## config.mk

```make
export PLATFORM = sky130hd
export DESIGN_NAME = fetch_prefetch_queue
export DESIGN_NICKNAME = d
export VERILOG_FILES = /design/src/rtl/pipeline_pkg.sv /design/src/rtl/prefetch_fifo.sv /design/src/rtl/fetch_prefetch_queue.sv
export SDC_FILE = /design/constraint.sdc
export NUM_CORES = 1
export LEC_CHECK = 0
export BUFFER_PORTS_ARGS = -buffer_cell sky130_fd_sc_hd__buf_2
export CELL_PAD_IN_SITES_DETAIL_PLACEMENT = 1
export CELL_PAD_IN_SITES_GLOBAL_PLACEMENT = 2
export CORE_MARGIN = 8
export CORE_UTILIZATION = 39
export DETAILED_ROUTE_END_ITERATION = 12
export GPL_TIMING_DRIVEN = 0
export PLACE_DENSITY = 0.75
export SYNTH_ARGS = -nofsm -noshare
export SYNTH_HDL_FRONTEND = slang
export SYNTH_SLANG_ARGS = --single-unit
```

## constraint.sdc

```tcl
create_clock -name clk -period 5.4 [get_ports clk]
set_clock_uncertainty 0.1 [all_clocks]
set_input_delay 0.27 -clock clk [delete_from_list [all_inputs] [get_ports clk]]
set_output_delay 0.27 -clock clk [all_outputs]
set_load 0.01 [all_outputs]
```

## src/rtl/pipeline_pkg.sv

```systemverilog
// Shared pipeline constants and the fetch-state type used by the prefetch queue.
package pipeline_pkg;

  localparam int              PC_W     = 16;
  localparam int              INSTR_W  = 16;
  localparam logic [15:0]     RESET_PC = 16'h0000;
  // Sequential fetch stride: one 16-bit instruction.
  localparam int              PC_INC   = 2;

  // FETCH:   idle, may issue a request next edge
  // WAIT:    request outstanding, data will be enqueued
  // DISCARD: request outstanding but a redirect made its data stale
  // HALTED:  frozen until halt drops
  typedef enum logic [1:0] {
    FETCH   = 2'd0,
    WAIT    = 2'd1,
    DISCARD = 2'd2,
    HALTED  = 2'd3
  } fetch_state_e;

endpackage

```

## src/rtl/prefetch_fifo.sv

```systemverilog
// Prefetch storage: circular buffer with wrapping pointers, occupancy count and
// a registered head view that holds its last value while the buffer is empty.
module prefetch_fifo #(
  parameter int DEPTH = 4,
  parameter int W     = 32
) (
  input  logic                     clk,
  input  logic                     rst,
  input  logic                     clear_i,
  input  logic                     push_i,
  input  logic                     pop_i,
  input  logic [W-1:0]             wdata_i,
  output logic [$clog2(DEPTH):0]   count_o,
  output logic [W-1:0]             head_o
);

  localparam int AW = $clog2(DEPTH);
  localparam int CW = AW + 1;

  logic [W-1:0]  mem_q [DEPTH];
  logic [AW-1:0] rd_ptr_q;
  logic [AW-1:0] wr_ptr_q;
  logic [CW-1:0] count_q;
  logic [W-1:0]  head_q;
  logic [W-1:0]  head_d;
  logic          push_ok;
  logic          pop_ok;

  // Clear wins over push/pop; a push into a full buffer is refused.
  assign push_ok = push_i && !clear_i && (count_q != CW'(DEPTH));
  assign pop_ok  = pop_i  && !clear_i && (count_q != CW'(0));

  // Entry storage, written at the tail.
  always_ff @(posedge clk) begin
    if (push_ok) begin
      mem_q[wr_ptr_q] <= wdata_i;
    end
  end

  // Pointers and occupancy; pointers wrap naturally since DEPTH is a power of two.
  always_ff @(posedge clk) begin
    if (rst || clear_i) begin
      rd_ptr_q <= '0;
      wr_ptr_q <= '0;
      count_q  <= '0;
    end else begin
      wr_ptr_q <= wr_ptr_q + AW'(push_ok);
      rd_ptr_q <= rd_ptr_q + AW'(pop_ok);
      count_q  <= count_q + CW'(push_ok) - CW'(pop_ok);
    end
  end

  // Next head view: the entry that will sit at the head after this edge, or
  // the previous value when the buffer ends up empty.
  always_comb begin
    head_d = head_q;
    if (!clear_i) begin
      if ((count_q - CW'(pop_ok)) != CW'(0)) begin
        head_d = pop_ok ? mem_q[rd_ptr_q + AW'(1)] : mem_q[rd_ptr_q];
      end else if (push_ok) begin
        head_d = wdata_i;
      end
    end
  end

  // Registered head view.
  always_ff @(posedge clk) begin
    if (rst) begin
      head_q <= '0;
    end else begin
      head_q <= head_d;
    end
  end

  assign count_o = count_q;
  assign head_o  = head_q;

endmodule

```

## src/rtl/fetch_prefetch_queue.sv

```systemverilog
// Instruction prefetch queue: issues sequential fetches over a req/ack
// handshake, buffers instructions with their PC+2, and flushes on redirect.
//
// Memory handshake: imem_req rises only from an idle state and stays high,
// with imem_addr stable, until the cycle in which imem_ack is sampled high;
// the transfer completes at that clock edge. At most one request is ever
// outstanding, and an ack is only honoured while a request is outstanding.
module fetch_prefetch_queue #(
  parameter int               DEPTH    = 4,
  parameter int               PC_W     = pipeline_pkg::PC_W,
  parameter int               INSTR_W  = pipeline_pkg::INSTR_W,
  parameter logic [PC_W-1:0]  RESET_PC = pipeline_pkg::RESET_PC
) (
  input  logic                     clk,
  input  logic                     rst,
  input  logic                     redirect,
  input  logic [PC_W-1:0]          redirect_pc,
  input  logic                     halt,
  input  logic                     deq,
  output logic                     imem_req,
  output logic [PC_W-1:0]          imem_addr,
  input  logic                     imem_ack,
  input  logic [INSTR_W-1:0]       imem_rdata,
  output logic                     q_valid,
  output logic [INSTR_W-1:0]       q_instr,
  output logic [PC_W-1:0]          q_pc_next,
  output logic [$clog2(DEPTH):0]   q_count,
  output logic [1:0]               dbg_state
);

  import pipeline_pkg::fetch_state_e;
  import pipeline_pkg::FETCH;
  import pipeline_pkg::WAIT;
  import pipeline_pkg::DISCARD;
  import pipeline_pkg::HALTED;
  import pipeline_pkg::PC_INC;

  localparam int CW = $clog2(DEPTH) + 1;
  localparam int EW = INSTR_W + PC_W;

  fetch_state_e      state_q, state_d;
  logic [PC_W-1:0]   fetch_pc_q, fetch_pc_d;
  logic [PC_W-1:0]   req_addr_q, req_addr_d;
  logic [PC_W-1:0]   req_addr_inc;
  logic [CW-1:0]     fifo_count;
  logic [EW-1:0]     fifo_head;
  logic              fifo_push;
  logic              fifo_pop;
  logic              fifo_clear;
  logic              fifo_full;

  // Wraps modulo 2^PC_W.
  assign req_addr_inc = req_addr_q + PC_W'(PC_INC);
  assign fifo_full    = (fifo_count == CW'(DEPTH));

  // Fetch FSM and address next-state; redirect overrides every other input.
  always_comb begin
    state_d    = state_q;
    fetch_pc_d = fetch_pc_q;
    req_addr_d = req_addr_q;
    fifo_push  = 1'b0;
    fifo_pop   = 1'b0;
    fifo_clear = 1'b0;
    if (redirect) begin
      fifo_clear = 1'b1;
      fetch_pc_d = redirect_pc & ~PC_W'(1);
      case (state_q)
        WAIT, DISCARD: state_d = imem_ack ? FETCH : DISCARD;
        default:       state_d = FETCH;
      endcase
    end else begin
      fifo_pop = deq && (fifo_count != CW'(0)) && !halt;
      case (state_q)
        FETCH: begin
          if (halt) begin
            state_d = HALTED;
          end else if (!fifo_full) begin
            req_addr_d = fetch_pc_q;
            state_d    = WAIT;
          end
        end
        WAIT: begin
          if (imem_ack) begin
            fifo_push  = 1'b1;
            fetch_pc_d = req_addr_inc;
            state_d    = FETCH;
          end
        end
        DISCARD: begin
          if (imem_ack) begin
            state_d = FETCH;
          end
        end
        HALTED: begin
          if (!halt) begin
            state_d = FETCH;
          end
        end
        default: state_d = FETCH;
      endcase
    end
  end

  // FSM and address registers.
  always_ff @(posedge clk) begin
    if (rst) begin
      state_q    <= FETCH;
      fetch_pc_q <= RESET_PC;
      req_addr_q <= RESET_PC;
    end else begin
      state_q    <= state_d;
      fetch_pc_q <= fetch_pc_d;
      req_addr_q <= req_addr_d;
    end
  end

  prefetch_fifo #(
    .DEPTH (DEPTH),
    .W     (EW)
  ) u_fifo (
    .clk     (clk),
    .rst     (rst),
    .clear_i (fifo_clear),
    .push_i  (fifo_push),
    .pop_i   (fifo_pop),
    .wdata_i ({imem_rdata, req_addr_inc}),
    .count_o (fifo_count),
    .head_o  (fifo_head)
  );

  assign imem_req  = (state_q == WAIT) || (state_q == DISCARD);
  assign imem_addr = req_addr_q;
  assign q_valid   = (fifo_count != CW'(0));
  assign q_instr   = fifo_head[EW-1:PC_W];
  assign q_pc_next = fifo_head[PC_W-1:0];
  assign q_count   = fifo_count;
  assign dbg_state = state_q;

endmodule
```

Word-level counts from Yosys, hierarchy flattened
Memory sizes are Yosys's and may differ from the RTL's. A register that Yosys moved wholly into a read port is not among the register bits. Index checks and enable logic that the tools add are counted.

Logic and storage cells: 73. Register bits after elaboration: 73. Memories: 1. Bits in writable memories: 128.

Memory list: u_fifo.mem_q (depth 4, bits a word 32, rd ports 2, clocked after memory_dff 1, wr ports 1, line prefetch_fifo.sv:20) `logic [W-1:0] mem_q [DEPTH];`.

Bitwise operators: 4. Add/subtract/negate cells: 7. Eq/ne operators: 8. Reduce and logical (&&, ||, !) cells: 23. Multiplexer cells: 22.

Operators by type and width (count): $mux 32 (3); $mux 16 (3); $add 16x2->16 const B (1); $mux 2 (8); $mux 1 (7); $logic_and 1x1->1 (6); $ne 3x3->1 const B (2); $pmux 2 s3 (1); $reduce_and 2->1 (3); $reduce_bool 2->1 (3); $reduce_bool 3->1 (2); $sub 3x1->3 (2); $add 2x1->2 (2); $eq 2x2->1 const B (2); $ne 4x4->1 const B (1); $not 1->1 (4); $reduce_and 4->1 (1); $reduce_or 2->1 (2); $add 3x1->3 (1); $eq 3x3->1 const B (1); $ne 3x1->1 const B (1); $reduce_and 3->1 (1); $add 2x1->2 const B (1); $eq 2x1->1 const B (1); other kinds (3) (5).

Longest topological paths before layout
Gate-level depths: netlist of the first run.

Word-level depth: 10. Mapped depth: 15. Gate-level depth less buffers: 12.

Modules after synthesis
From an unflattened synthesis of the first run, not the netlist that was laid out.

Cell total of the unflattened synthesis: 885. Area, all modules: 10075.9 µm².

Modules (own cells, without submodules): prefetch_fifo (instances 1, sequential area each 4624.4 µm², area each 8274.2 µm², cells an instance 667); fetch_prefetch_queue (instances 1, sequential area each 680.7 µm², area each 1801.7 µm², cells an instance 218).

Worst setup path before layout of the first run
OpenSTA, ideal clock, no wires.

Path type: register to register. From: register state_q[0], in the netlist dbg_state[0]. To: memory u_fifo.mem_q[1][0] (enable). Slack: 1.118 ns. Period minus slack after synthesis: 4.282 ns. Required time: 4.832 ns. Arrival: 3.714 ns. Setup time: 0.468 ns. Stages on the path, launching flop included: 7. Cell sequence: dfxtp_1 > ha_1 > nand2_1 > or3_1 > clkbuf_1 > buf_2 > nor3b_1.

Word-level cells in the longest chain between the ends: 7.

Ends and longest elaborated chain: from (decl) (line fetch_prefetch_queue.sv:41) `fetch_state_e state_q, state_d;`; from (signal assigned) (line fetch_prefetch_queue.sv:111) `state_q <= state_d;`; $eq 2x1->1 (line fetch_prefetch_queue.sv:73) `case (state_q)`; $mux 1 (line fetch_prefetch_queue.sv:73); $mux 1 (line fetch_prefetch_queue.sv:64) `if (redirect) begin`; $logic_and 1x1->1 (2 in a row) (line prefetch_fifo.sv:30) `assign push_ok = push_i && !clear_i && (count_q != CW'(DEPTH));`; $mux 1 (line prefetch_fifo.sv:35) `if (push_ok) begin`; $mux 1 (implied by the code) (line prefetch_fifo.sv:36) `mem_q[wr_ptr_q] <= wdata_i;`; to (decl) (line prefetch_fifo.sv:20).

Every way passes these cells.

Worst setup path in the final report of the first run
From: register u_fifo.count_q[1], in the netlist u_fifo.count_o[1]. To: register u_fifo.head_q[29], in the netlist u_fifo.head_o[29].

Word-level cells in the longest chain between the ends: 10. Elaborated cells between the ends (all ways): 14.

Ends and longest elaborated chain: from (decl) (line prefetch_fifo.sv:23) `logic [CW-1:0] count_q;`; from (signal assigned) (line prefetch_fifo.sv:49) `count_q <= count_q + CW'(push_ok) - CW'(pop_ok);`; $reduce_bool 3->1 (line prefetch_fifo.sv:31, fetch_prefetch_queue.sv:72); $logic_and 1x1->1 (2 in a row) (line fetch_prefetch_queue.sv:72) `fifo_pop = deq && (fifo_count != CW'(0)) && !halt;`; $mux 1 (line fetch_prefetch_queue.sv:64); $logic_and 1x1->1 (2 in a row) (line prefetch_fifo.sv:31) `assign pop_ok = pop_i && !clear_i && (count_q != CW'(0));`; $sub 3x1->3 (line prefetch_fifo.sv:58) `if ((count_q - CW'(pop_ok)) != CW'(0)) begin`; $reduce_bool 3->1 (line prefetch_fifo.sv:58); $reduce_bool 2->1 (no source line); $reduce_and 2->1 (no source line); to (signal assigned) (line prefetch_fifo.sv:69) `head_q <= '0;`; to (signal assigned) (line prefetch_fifo.sv:71) `head_q <= head_d;`; to (decl) (line prefetch_fifo.sv:24) `logic [W-1:0] head_q;`.

Parallel ways exist; a longest one is shown, timed or not. A chain may end at the register's enable or synchronous reset.

==> metrics.txt, run 1 <==
status finished, final reports clean; total CTS buffers 25; synthesized net count 915; worst-case reg-to-reg path depth 13; vias per cell 5.71; crit end category flip-flop; Cell variety after synth 56; gpl congestion 0.795; cell area after synthesis 9410 µm²; Fillers 2668; aggregate global-route resource usage 0.219; Register Area 5310 µm²; Max Fclk 0.226 GHz; switching share of total power 0.224; initial core utilization 0.392; setup TNS 0 ns; Ports 93; drt total wl 32.1 mm; fin worst setup slack 0.974 ns; clock share of power 0.462; CTS tree built; IO buf count 90; Slew Limit Headroom 0.178; Remaining DRCs 0; clock sink count 201; Yosys reg bits 201; Comb pwr share 0.060; Die H 171 µm; Post-Syn Instances 866; Worst-Margin Slew 1.23 ns; first-pass GRT wire length 49.3 mm; CTS H-tree depth 1; Seq/Total Area, Yosys 0.564; DRT antenna net count 0; Worst Path Arrival 4.72 ns; synth warn 0; GRT Residual Overflow 0; Critical Path Source Type flip-flop; Nets 1071; Root Buffer clkbuf_16; Layout area overhead 22.5%; fin crit period 4.43 ns; hold depth 5; Inst Count DP 1288; Non-Filler Instances 1364; Data required, critical path 5.70 ns; slowest CP cell a31oi_1; Power Total 3510 µW; Final setup viols 0; synthesized area per cell 10.9 µm²; Seq pwr share 0.478; DR pass1 iterations 5; Final Hold Fails 0; Vias 7790; HP Class in2reg; Worst VDD drop 0.184 mV; Worst R2R Setup Slack 0.97 ns; core area 24000 µm²; Post-synth ARST share 0; vias in the first global route 8285; crit path max fanout 12; pin count of the biggest net entering global routing 18; RSZ-0062 raised after global routing false; number of DRC markers in iteration 0 517; NetSw 787 µW; CP cell instances nor3_2 -> buf_2 -> inv_2 -> nand2_4 -> inv_2 -> buf_2 -> ha_1 -> ha_1 -> xnor2_1 -> a31oi_1 -> clkbuf_1 -> or2_2 -> a21oi_1; max-cap viol count 0; CTS max path bufs 3; Worst path max stage delay 0.92 ns; Crit Path Class reg2reg; Power Dens Cells 305 nW/µm²; DR WL/cell 23.5 µm; number of flops mapped to enable cells by yosys 128; period utilization 0.820; top_reg_cell synth edfxtp_1; pre-CTS WS 0.971 ns; n_diodes 0; DP Wirelength 22.3 mm; antenna violations before repair 1; Die Span X 171 µm; layout cells sized above 1 0.190; P_leak 0.00443 µW; Multi-input gate area 3660 µm²; internal power 2730 µW; Clock Pin Slew Worst Setup and Hold Paths 0.06 ns; fin util 0.480; Clock Latency Late Sink 0.51 ns; Slew Viols, Final 0; FP Rows 57; Die ar. 29400 µm²
area by class of cell:
class                   count  area share
plain buffers              71      0.0272
clock buffers              39      0.0677
clock inverters             6     0.00239
inverters                  41      0.0133
multi-input cells         553       0.317
flip-flops and latches    201       0.460
well taps                 324      0.0352
repair buffers            129      0.0766
power groups by stage:
stage          registers (µW)  logic, µW  clock network, µW
2_1_floorplan            1710       95.4                  0
5_1_grt                  1680        233               1720
3_3_place_gp             1710        192                  0
6_report                 1680        211               1620
3_5_place_dp             1710        195                  0
4_1_cts                  1680        213               1650
cells by family after synthesis:
family                   synth area share
buffers and inverters              0.0497
XOR/XNOR                           0.0167
AND/OR/NAND/NOR                     0.108
multiplexers                       0.0363
flip-flops                          0.564
adder cells (fa/ha/maj)            0.0154
AO/OA/AOI/OAI                       0.211
layer usage:
metal | part of all wire | vias to the layer above | track usage
met1 | 0.44 | 3885 | 0.288
met2 | 0.47 | 241 | 0.366
met5 | 0.00031 | - | 0
met4 | 0.024 | 2 | 0.0692
met3 | 0.060 | 51 | 0.0347
li1 | - | 3611 | -
cell usage after synthesis (3+ instances only):
cell type  number  area share
o221ai_1       14       0.013
o21ai_0        68       0.036
nand3_1         8      0.0043
o21ai_1        25       0.013
buf_6           3      0.0036
nor3_1          8      0.0043
nand2_1        57       0.023
xnor2_1         7      0.0065
or4_1          31       0.025
a221oi_1       23       0.021
xor2_1         11       0.010
inv_1          39       0.016
o311a_1        24       0.026
nand4_1         4      0.0027
and2_1          4      0.0027
a21oi_1        94       0.050
or2_2          20       0.013
o211a_1        22       0.023
edfxtp_1      128        0.41
buf_1           4      0.0016
buf_2          14      0.0074
mux2i_1        24       0.026
clkbuf_1       48       0.019
nor4_1          4      0.0027
nor3b_1         3      0.0024
o311ai_0        6      0.0056
mux2_2          9       0.011
dfxtp_1        73        0.16
o221a_2         4      0.0048
nor2_1         36       0.014
ha_1           10       0.013
a211oi_1        3      0.0024
nor2b_1         3      0.0020
a21o_1          6      0.0048
state kept, by name, summed over array words and instances (netlist names):
name and count:
u_fifo.rd_ptr_q 2, fetch_pc_q 16, u_fifo.count_o 3, dbg_state 2
imem_addr 16, u_fifo.head_o 32, u_fifo.wr_ptr_q 2, u_fifo.mem_q 128
cells in the final DEF, fill, tap and decap left out, types with 6 or more instances in the layout:
master,instances
a21oi_1,94
o221ai_1,14
dlygate4sd3_1,31
or2_2,20
o311ai_0,6
nor3_1,7
mux2i_1,24
o21ai_1,25
a221oi_1,23
or4_1,31
dfxtp_1,73
o211a_1,22
buf_2,104
nor2_1,35
o21ai_0,68
nand3_1,8
nand2_1,57
xnor2_1,7
xor2_1,11
inv_1,39
edfxtp_1,128
o311a_1,24
a21o_1,6
mux2_2,9
ha_1,10
clkbuf_8,6
clkbuf_1,54
buf_6,9
clkbuf_16,27
path summary, 6_finish.rpt:
kind	from	end
worst max register to register	u_fifo.count_o[1]$_SDFF_PP0_	u_fifo.head_o[29]$_SDFFE_PP0P_
worst min-delay path	imem_ack	dbg_state[1]$_SDFFE_PP0P_
worst min register to register	fetch_pc_q[3]$_SDFFE_PP0P_	imem_addr[3]$_SDFFE_PP0P_
worst max-delay path	u_fifo.count_o[1]$_SDFF_PP0_	u_fifo.head_o[29]$_SDFFE_PP0P_
worst max-delay path: cells and delay by family, from the launching register on:
| family | cells | cell delay [ns] |
|---|---|---|
| buf+inv | 5 | 1.45 |
| fa+ha+maj | 2 | 0.41 |
| flops | 1 | 0.39 |
| simple gates | 3 | 0.79 |
| xor+xnor | 1 | 0.15 |
| compound gates | 2 | 0.99 |
through the flow:
step                hold WS [ns]  cell area [µm²]
finish                     0.111            11500
global route               0.167            11500
CTS                        0.103            11500
detailed placement         0.349            10400
global placement           0.342            10300
floorplan                  0.269             9410
what timing repair did:
item,CTS,global route
gates resized for setup,0,0
buffers inserted,0,0
hold buffers,31,0
endpoints found under the hold margin,79,0
endpoints found under the setup margin,0,0
Power figures use the tool's default switching activity.
==> inputs of run 2 (changes only) <==
--- a/config.mk
+++ b/config.mk
@@ -5,14 +5,15 @@
 export SDC_FILE = /design/constraint.sdc
 export NUM_CORES = 1
 export LEC_CHECK = 0
+export ABC_AREA = 1
 export BUFFER_PORTS_ARGS = -buffer_cell sky130_fd_sc_hd__buf_2
 export CELL_PAD_IN_SITES_DETAIL_PLACEMENT = 1
 export CELL_PAD_IN_SITES_GLOBAL_PLACEMENT = 2
 export CORE_MARGIN = 8
-export CORE_UTILIZATION = 39
+export CORE_UTILIZATION = 33
 export DETAILED_ROUTE_END_ITERATION = 12
 export GPL_TIMING_DRIVEN = 0
-export PLACE_DENSITY = 0.75
+export PLACE_DENSITY = 0.73
 export SYNTH_ARGS = -nofsm -noshare
 export SYNTH_HDL_FRONTEND = slang
 export SYNTH_SLANG_ARGS = --single-unit
==> constraint.sdc (replaced) <==
create_clock -name clk -period 3.85 [get_ports clk]
set_clock_uncertainty 0.1 [all_clocks]
set_input_delay 0.1925 -clock clk [delete_from_list [all_inputs] [get_ports clk]]
set_output_delay 0.1925 -clock clk [all_outputs]
set_load 0.01 [all_outputs]
==> run 2 against run 1 <==
The flow now finishes with violations (hold timing). Fmax is 32% higher. Clock-buffer cell count fell by 2. Global-route usage decreased by 2.3 points. First-iteration DRC count shrank 33%. Non-clock buffer count rose by 7. Setup slack got worse by 0.48 ns. Core utilization is 6.9 points lower. Critical path depth increased by 1. Synthesized area grew 5.1%. Critical path type unchanged. Largest cell class unchanged. Highest routed layer is now met4.
==> metrics.txt, run 2 <==
layout cells sized above 1 0.170; IO buf count 89; most common cell after layout, fill and taps aside nand2_1; Critical Path Source Type flip-flop; Post-CTS Repair Setup Buffers 0; post-synthesis adder-cell area fraction 0.0147; Reg with most FFs u_fifo.mem_q; CTS H-tree depth 1; Final Hold Fails 1; Power Dens Cells 408 nW/µm²; CTS tree built; synthesized area per cell 8.48 µm²; area leader, netlist edfxtp_1; status finished with violations; count leader, synth nand2_1; synthesized net count 1216; DRT antenna net count 0; Nets 1382; vias per cell 4.99; Slew Viols, Final 0; final instance area 12100 µm²; Ports 93; Die Span X 189 µm; Met3 Wirelength 1.43 mm; vias in the first global route 9411; Post-Synth Simple-Gate Area 0.259; Final setup viols 0; synth warn 0; Post-synth ARST share 0; Data required, critical path 4.19 ns; fin util 0.410; antenna violations before repair 0; Root Buffer clkbuf_16; number of DRC markers in iteration 0 344; first-pass GRT wire length 54.5 mm; fin worst setup slack 0.497 ns; fin crit period 3.35 ns; placed cell area 11000 µm²; Die H 189 µm; largest family of logic cells by synthesized area simple AND/OR/NAND/NOR gates; CTS max path bufs 3; post-synthesis mux area share 0; commonest cells in the netlist nand2_1 (371), edfxtp_1 (128), nand3_1 (106), dfxtp_1 (73), nor2_1 (63); Slew Limit Headroom 0.422; aggregate global-route resource usage 0.196; commonest non-fill, non-tap cells in the layout nand2_1 (371), edfxtp_1 (128), buf_2 (117), nand3_1 (106), dfxtp_1 (73); Yosys top cell area share 0.389; Clock Pin Slew Worst Setup and Hold Paths 0.06 ns; Max Fclk 0.298 GHz; period utilization 0.871; XOR/XNOR Fraction of Synth Area 0.00696; Seq/Total Area, Yosys 0.536; pin count of the biggest net entering global routing 13; drt total wl 35.1 mm; Non-Filler Instances 1741; max layer used met4; Remaining DRCs 0; Worst Path Arrival 3.70 ns; Layout area overhead 22.6%; Crit Path Class reg2reg; Vias 8687; gpl congestion 0.796; RSZ-0062 raised after global routing false; FP Rows 63; number of flops mapped to enable cells by yosys 128; crit end category flip-flop; setup TNS 0 ns; wire length on met2 16.9 mm; n_diodes 0; Post-Syn Instances 1167; top cells by area, synth edfxtp_1 (39%), dfxtp_1 (15%), nand2_1 (14%); routed metal-1 wire length 16.2 mm; DP Wirelength 25.3 mm; cell area after synthesis 9890 µm²; GRT Residual Overflow 0; Fin Hold WS -0.000320 ns; clock sink count 201; failing checks hold timing; number of flip-flops in the largest register 128; DR pass1 iterations 5; Clock Latency Late Sink 0.52 ns; P_leak 0.00515 µW; Worst VDD drop 0.269 mV; top_reg_cell synth edfxtp_1; core area 29600 µm²; Cell variety after synth 37; total CTS buffers 25; Die ar. 35800 µm²; Yosys reg bits 201; Worst-Margin Slew 0.866 ns; pre-CTS WS 0.440 ns; Inst Count DP 1660; Compound-Gate Fraction of Synth Area 0.116; DR WL/cell 20.1 µm; crit path max fanout 12; initial core utilization 0.335; max-cap viol count 0; HP Class in2reg
run 2: per-layer routing:
metal,vias to the layer above,track usage
li1,4254,-
met5,-,0
met2,168,0.344
met1,4222,0.252
met4,0,0.0466
met3,43,0.0269
run 2: cell families (layout without fill, tap and decap cells):
group	after synthesis	in the layout
AOI/OAI and AO/OA	212	212
and+or+nand+nor	597	597
buffers and inverters	139	323
xor gates and xnor gates	7	7
adders and majority gates	11	11
DFF	201	201
run 2: path summary, 6_finish.rpt:
| path | depth (start not counted) | to | startpoint | slack [ns] |
|---|---|---|---|---|
| min | 2 | fetch_pc_q[7]$_SDFFE_PP0P_ | rst | -0.0003 |
| max reg2reg | 14 | u_fifo.head_o[9]$_SDFFE_PP0P_ | u_fifo.count_o[2]$_SDFF_PP0_ | 0.50 |
| max | 14 | u_fifo.head_o[9]$_SDFFE_PP0P_ | u_fifo.count_o[2]$_SDFF_PP0_ | 0.50 |
| min reg2reg | 2 | fetch_pc_q[0]$_SDFFE_PP0N_ | fetch_pc_q[0]$_SDFFE_PP0N_ | 0.36 |
run 2: final cells by class:
class | instances | area, µm²
Clock inverter | 8 | 40.0
Tap cell | 390 | 488
Multi-Input combinational cell | 827 | 3940
Timing Repair Buffer | 139 | 960
Fill cell | 3546 | 17400
Inverter | 71 | 269
Sequential cell | 201 | 5310
Buffer | 68 | 397
Clock buffer | 37 | 731
run 2: worst max-delay path, cell delays in order, from the launching register on:
cell,delay [ns]
dfxtp_1,0.41
inv_1,0.08
nand3_1,0.14
inv_2,0.06
nor2_4,0.21
buf_2,0.42
ha_1,0.23
ha_1,0.13
inv_1,0.05
nor2_1,0.11
nor2_2,0.05
nand2_2,0.27
clkbuf_1,0.55
nand3_1,0.27
a21oi_1,0.18
run 2: through the flow:
step,hold slack (ns),total power [µW]
after floorplan,0.191,2600
after global placement,0.332,2740
after detailed placement,0.336,2750
after CTS,0.00220,4990
after global routing,0.0266,5120
final,-0.000320,4950
run 2: timing repair:
item / 4_1_cts / 5_1_grt
gates resized for setup: 0 / 0
endpoints found under the hold margin: 97 / 0
hold buffers: 36 / 0
run 2: power by group:
group          total (µW)  switching [µW]  internal [µW]
logic                 341             210            132
registers            2390            40.7           2340
clock network        2220             918           1300
==> inputs of run 3 (changes only) <==
--- a/config.mk
+++ b/config.mk
@@ -16,4 +16,5 @@
 export PLACE_DENSITY = 0.73
 export SYNTH_ARGS = -nofsm -noshare
 export SYNTH_HDL_FRONTEND = slang
+export SYNTH_HIERARCHICAL = 1
 export SYNTH_SLANG_ARGS = --single-unit
==> run 3 against run 2 <==
The run now ends clean. Hold slack improved by 0.039 ns. Sequential power hardly changed. Synthesized cell count up 5.5%. Register-to-register slack got worse by 0.04 ns. Die area grew 2.4%. First-iteration DRC count rose by 23%. Flip-flop and latch count is the same. Via count is 4.8% higher. Largest cell class unchanged. Largest power group is now the clock network.
==> metrics.txt, run 3 <==
status finished, final reports clean; layout cells sized above 1 0.165; Post-CTS Repair Setup Buffers 0; fin util 0.411; aggregate global-route resource usage 0.204; Root Buffer clkbuf_16; DP Wirelength 26.2 mm; clock sink count 201; max-cap viol count 0; most common cell after layout, fill and taps aside nand2_1; Cell variety after synth 41; number of flip-flops in the largest register 128; Slew Limit Headroom 0.388; CTS tree built; Max Fclk 0.294 GHz; CTS-repair resized insts 0; Nets 1448; Seq/Total Area, Yosys 0.523; Power Dens Cells 412 nW/µm²; Data required, critical path 3.97 ns; DR WL/cell 20.6 µm; XOR/XNOR Fraction of Synth Area 0.0101; crit path max fanout 10; Worst path max stage delay 0.71 ns; Slew Viols, Final 0; top_reg_cell synth edfxtp_1; crit end category flip-flop; Inst Count DP 1734; Post-synth ARST share 0; Yosys top cell area share 0.379; synthesized net count 1277; hold depth 4; Hold Path Origin halt; Crit path top cell by count buf_2; Final Hold Fails 0; Worst-Margin Slew 0.913 ns; DR pass1 iterations 4; first-pass GRT wire length 57.7 mm; count leader, synth nand2_1; Remaining DRCs 0; IO buf count 91; vias per cell 5.01; number of flops mapped to enable cells by yosys 128; total CTS buffers 26; Crit Path Class reg2reg; post-synthesis adder-cell area fraction 0.0106; worst-case reg-to-reg path depth 10; Critical Path Source Type flip-flop; reg2reg start dbg_state[1]$_SDFFE_PP0P_; P_leak 0.00529 µW; n_diodes 0; Die Span X 191 µm; commonest cells in the netlist nand2_1 (285), inv_1 (149), edfxtp_1 (128), a21oi_1 (117), nor2_1 (117); largest family of logic cells by synthesized area simple AND/OR/NAND/NOR gates; Final setup viols 0; Die ar. 36600 µm²; DRT antenna net count 0; number of DRC markers in iteration 0 424; cell area after synthesis 10100 µm²; RSZ-0062 raised after global routing false; Worst Path Arrival 3.51 ns; Post-Syn Instances 1231; area leader, netlist edfxtp_1; Hold EP imem_addr[6]$_SDFFE_PP0P_; HP Class in2reg; antenna violations before repair 0; placed cell area 11300 µm²; commonest non-fill, non-tap cells in the layout nand2_1 (285), inv_1 (149), edfxtp_1 (128), buf_2 (121); period utilization 0.882; initial core utilization 0.333; Die H 191 µm; slowest CP cell nor3_2; final instance area 12500 µm²; top cells by area, synth edfxtp_1 (38%), dfxtp_1 (14%), nand2_1 (11%); FP Rows 64; CTS H-tree depth 1; synthesized area per cell 8.24 µm²; Clock Pin Slew Worst Setup and Hold Paths 0.05 ns; CTS Hold Bufs 36; Clock Latency Late Sink 0.53 ns; Fillers 3663; core area 30400 µm²; drt total wl 37.4 mm; synth warn 6; Reg with most FFs u_fifo/mem_q; pin count of the biggest net entering global routing 13; CTS max path bufs 3; GRT Residual Overflow 0; RR Endpoint u_fifo/mem_q[2][23]$_DFFE_PP_; Layout area overhead 23.2%; CP cell instances inv_1 -> ha_1 -> nand2_1 -> nor2_2 -> buf_2 -> nand3_1 -> buf_2 -> nor3_2 -> buf_6 -> buf_4; Compound-Gate Fraction of Synth Area 0.124; Yosys reg bits 201; Ports 93; Non-Filler Instances 1817; fin crit period 3.40 ns; Vias 9100; gpl congestion 0.795; post-synthesis mux area share 0; Worst VDD drop 0.290 mV; Worst R2R Setup Slack 0.45 ns; Fin Hold WS 0.0383 ns; vias in the first global route 9879; Post-Synth Simple-Gate Area 0.230
run 3: cells by family (layout without fill, tap and decap cells):
family                     Yosys count  after routing
AOI/OAI and AO/OA                  241            241
xor gates and xnor gates            10             10
adders and majority gates            8              8
buffers and inverters              225            415
DFF                                201            201
and+or+nand+nor                    546            546
run 3: layout make-up:
type	count	area (µm²)	share of cell area
Inverter	155	584	0.0468
Multi-Input combinational cell	805	3820	0.306
Clock buffer	38	747	0.0598
Timing Repair Buffer	143	992	0.0794
Buffer	70	454	0.0363
Sequential cell	201	5310	0.425
Clock inverter	9	95.1	0.00761
Tap cell	396	495	0.0397
run 3: how the worst max path moves through the flow:
| stage | start | slack (ns) | endpoint |
|---|---|---|---|
| after CTS | dbg_state[1]$_SDFFE_PP0P_ | 0.35 | u_fifo/mem_q[2][23]$_DFFE_PP_ |
| final | dbg_state[1]$_SDFFE_PP0P_ | 0.45 | u_fifo/mem_q[2][23]$_DFFE_PP_ |
| after global placement | dbg_state[1]$_SDFFE_PP0P_ | -3.64 | u_fifo/mem_q[0][25]$_DFFE_PP_ |
| after global routing | dbg_state[1]$_SDFFE_PP0P_ | 0.20 | u_fifo/mem_q[2][27]$_DFFE_PP_ |
| after detailed placement | dbg_state[1]$_SDFFE_PP0P_ | 0.39 | u_fifo/mem_q[2][23]$_DFFE_PP_ |
| after floorplan | dbg_state[0]$_SDFFE_PP0P_ | -0.28 | u_fifo/mem_q[0][0]$_DFFE_PP_ |
run 3: worst max-delay path: cells and delay by family, from the launching register on:
kind	cells	cell delay [ns]
buf+inv	5	1.17
fa+ha+maj	1	0.17
flops	1	0.32
simple gates	4	1.33
run 3: routing by layer:
metal	vias to the layer above	GRT usage	share of wire	wire length, µm
met5	-	0	0	0
met2	196	0.354	0.48	17800
li1	4382	-	-	-
met4	0	0.0450	0.016	609
met1	4482	0.266	0.46	17200
met3	40	0.0299	0.045	1690
run 3: stage by stage:
stage | setup TNS [ns] | total power (µW) | worst slack (ns)
floorplan | -36.02 | 2600 | -0.282
global placement | -423.09 | 2750 | -3.64
detailed placement | 0 | 2760 | 0.389
CTS | 0 | 5210 | 0.349
global route | 0 | 5340 | 0.195
finish | 0 | 5140 | 0.454
run 3: report_power, final:
group / internal, µW / leakage [µW] / switching, µW
sequential: 2340 / 0.00176 / 42.9
clock: 1470 / 0.000413 / 934
combinational: 133 / 0.00312 / 219
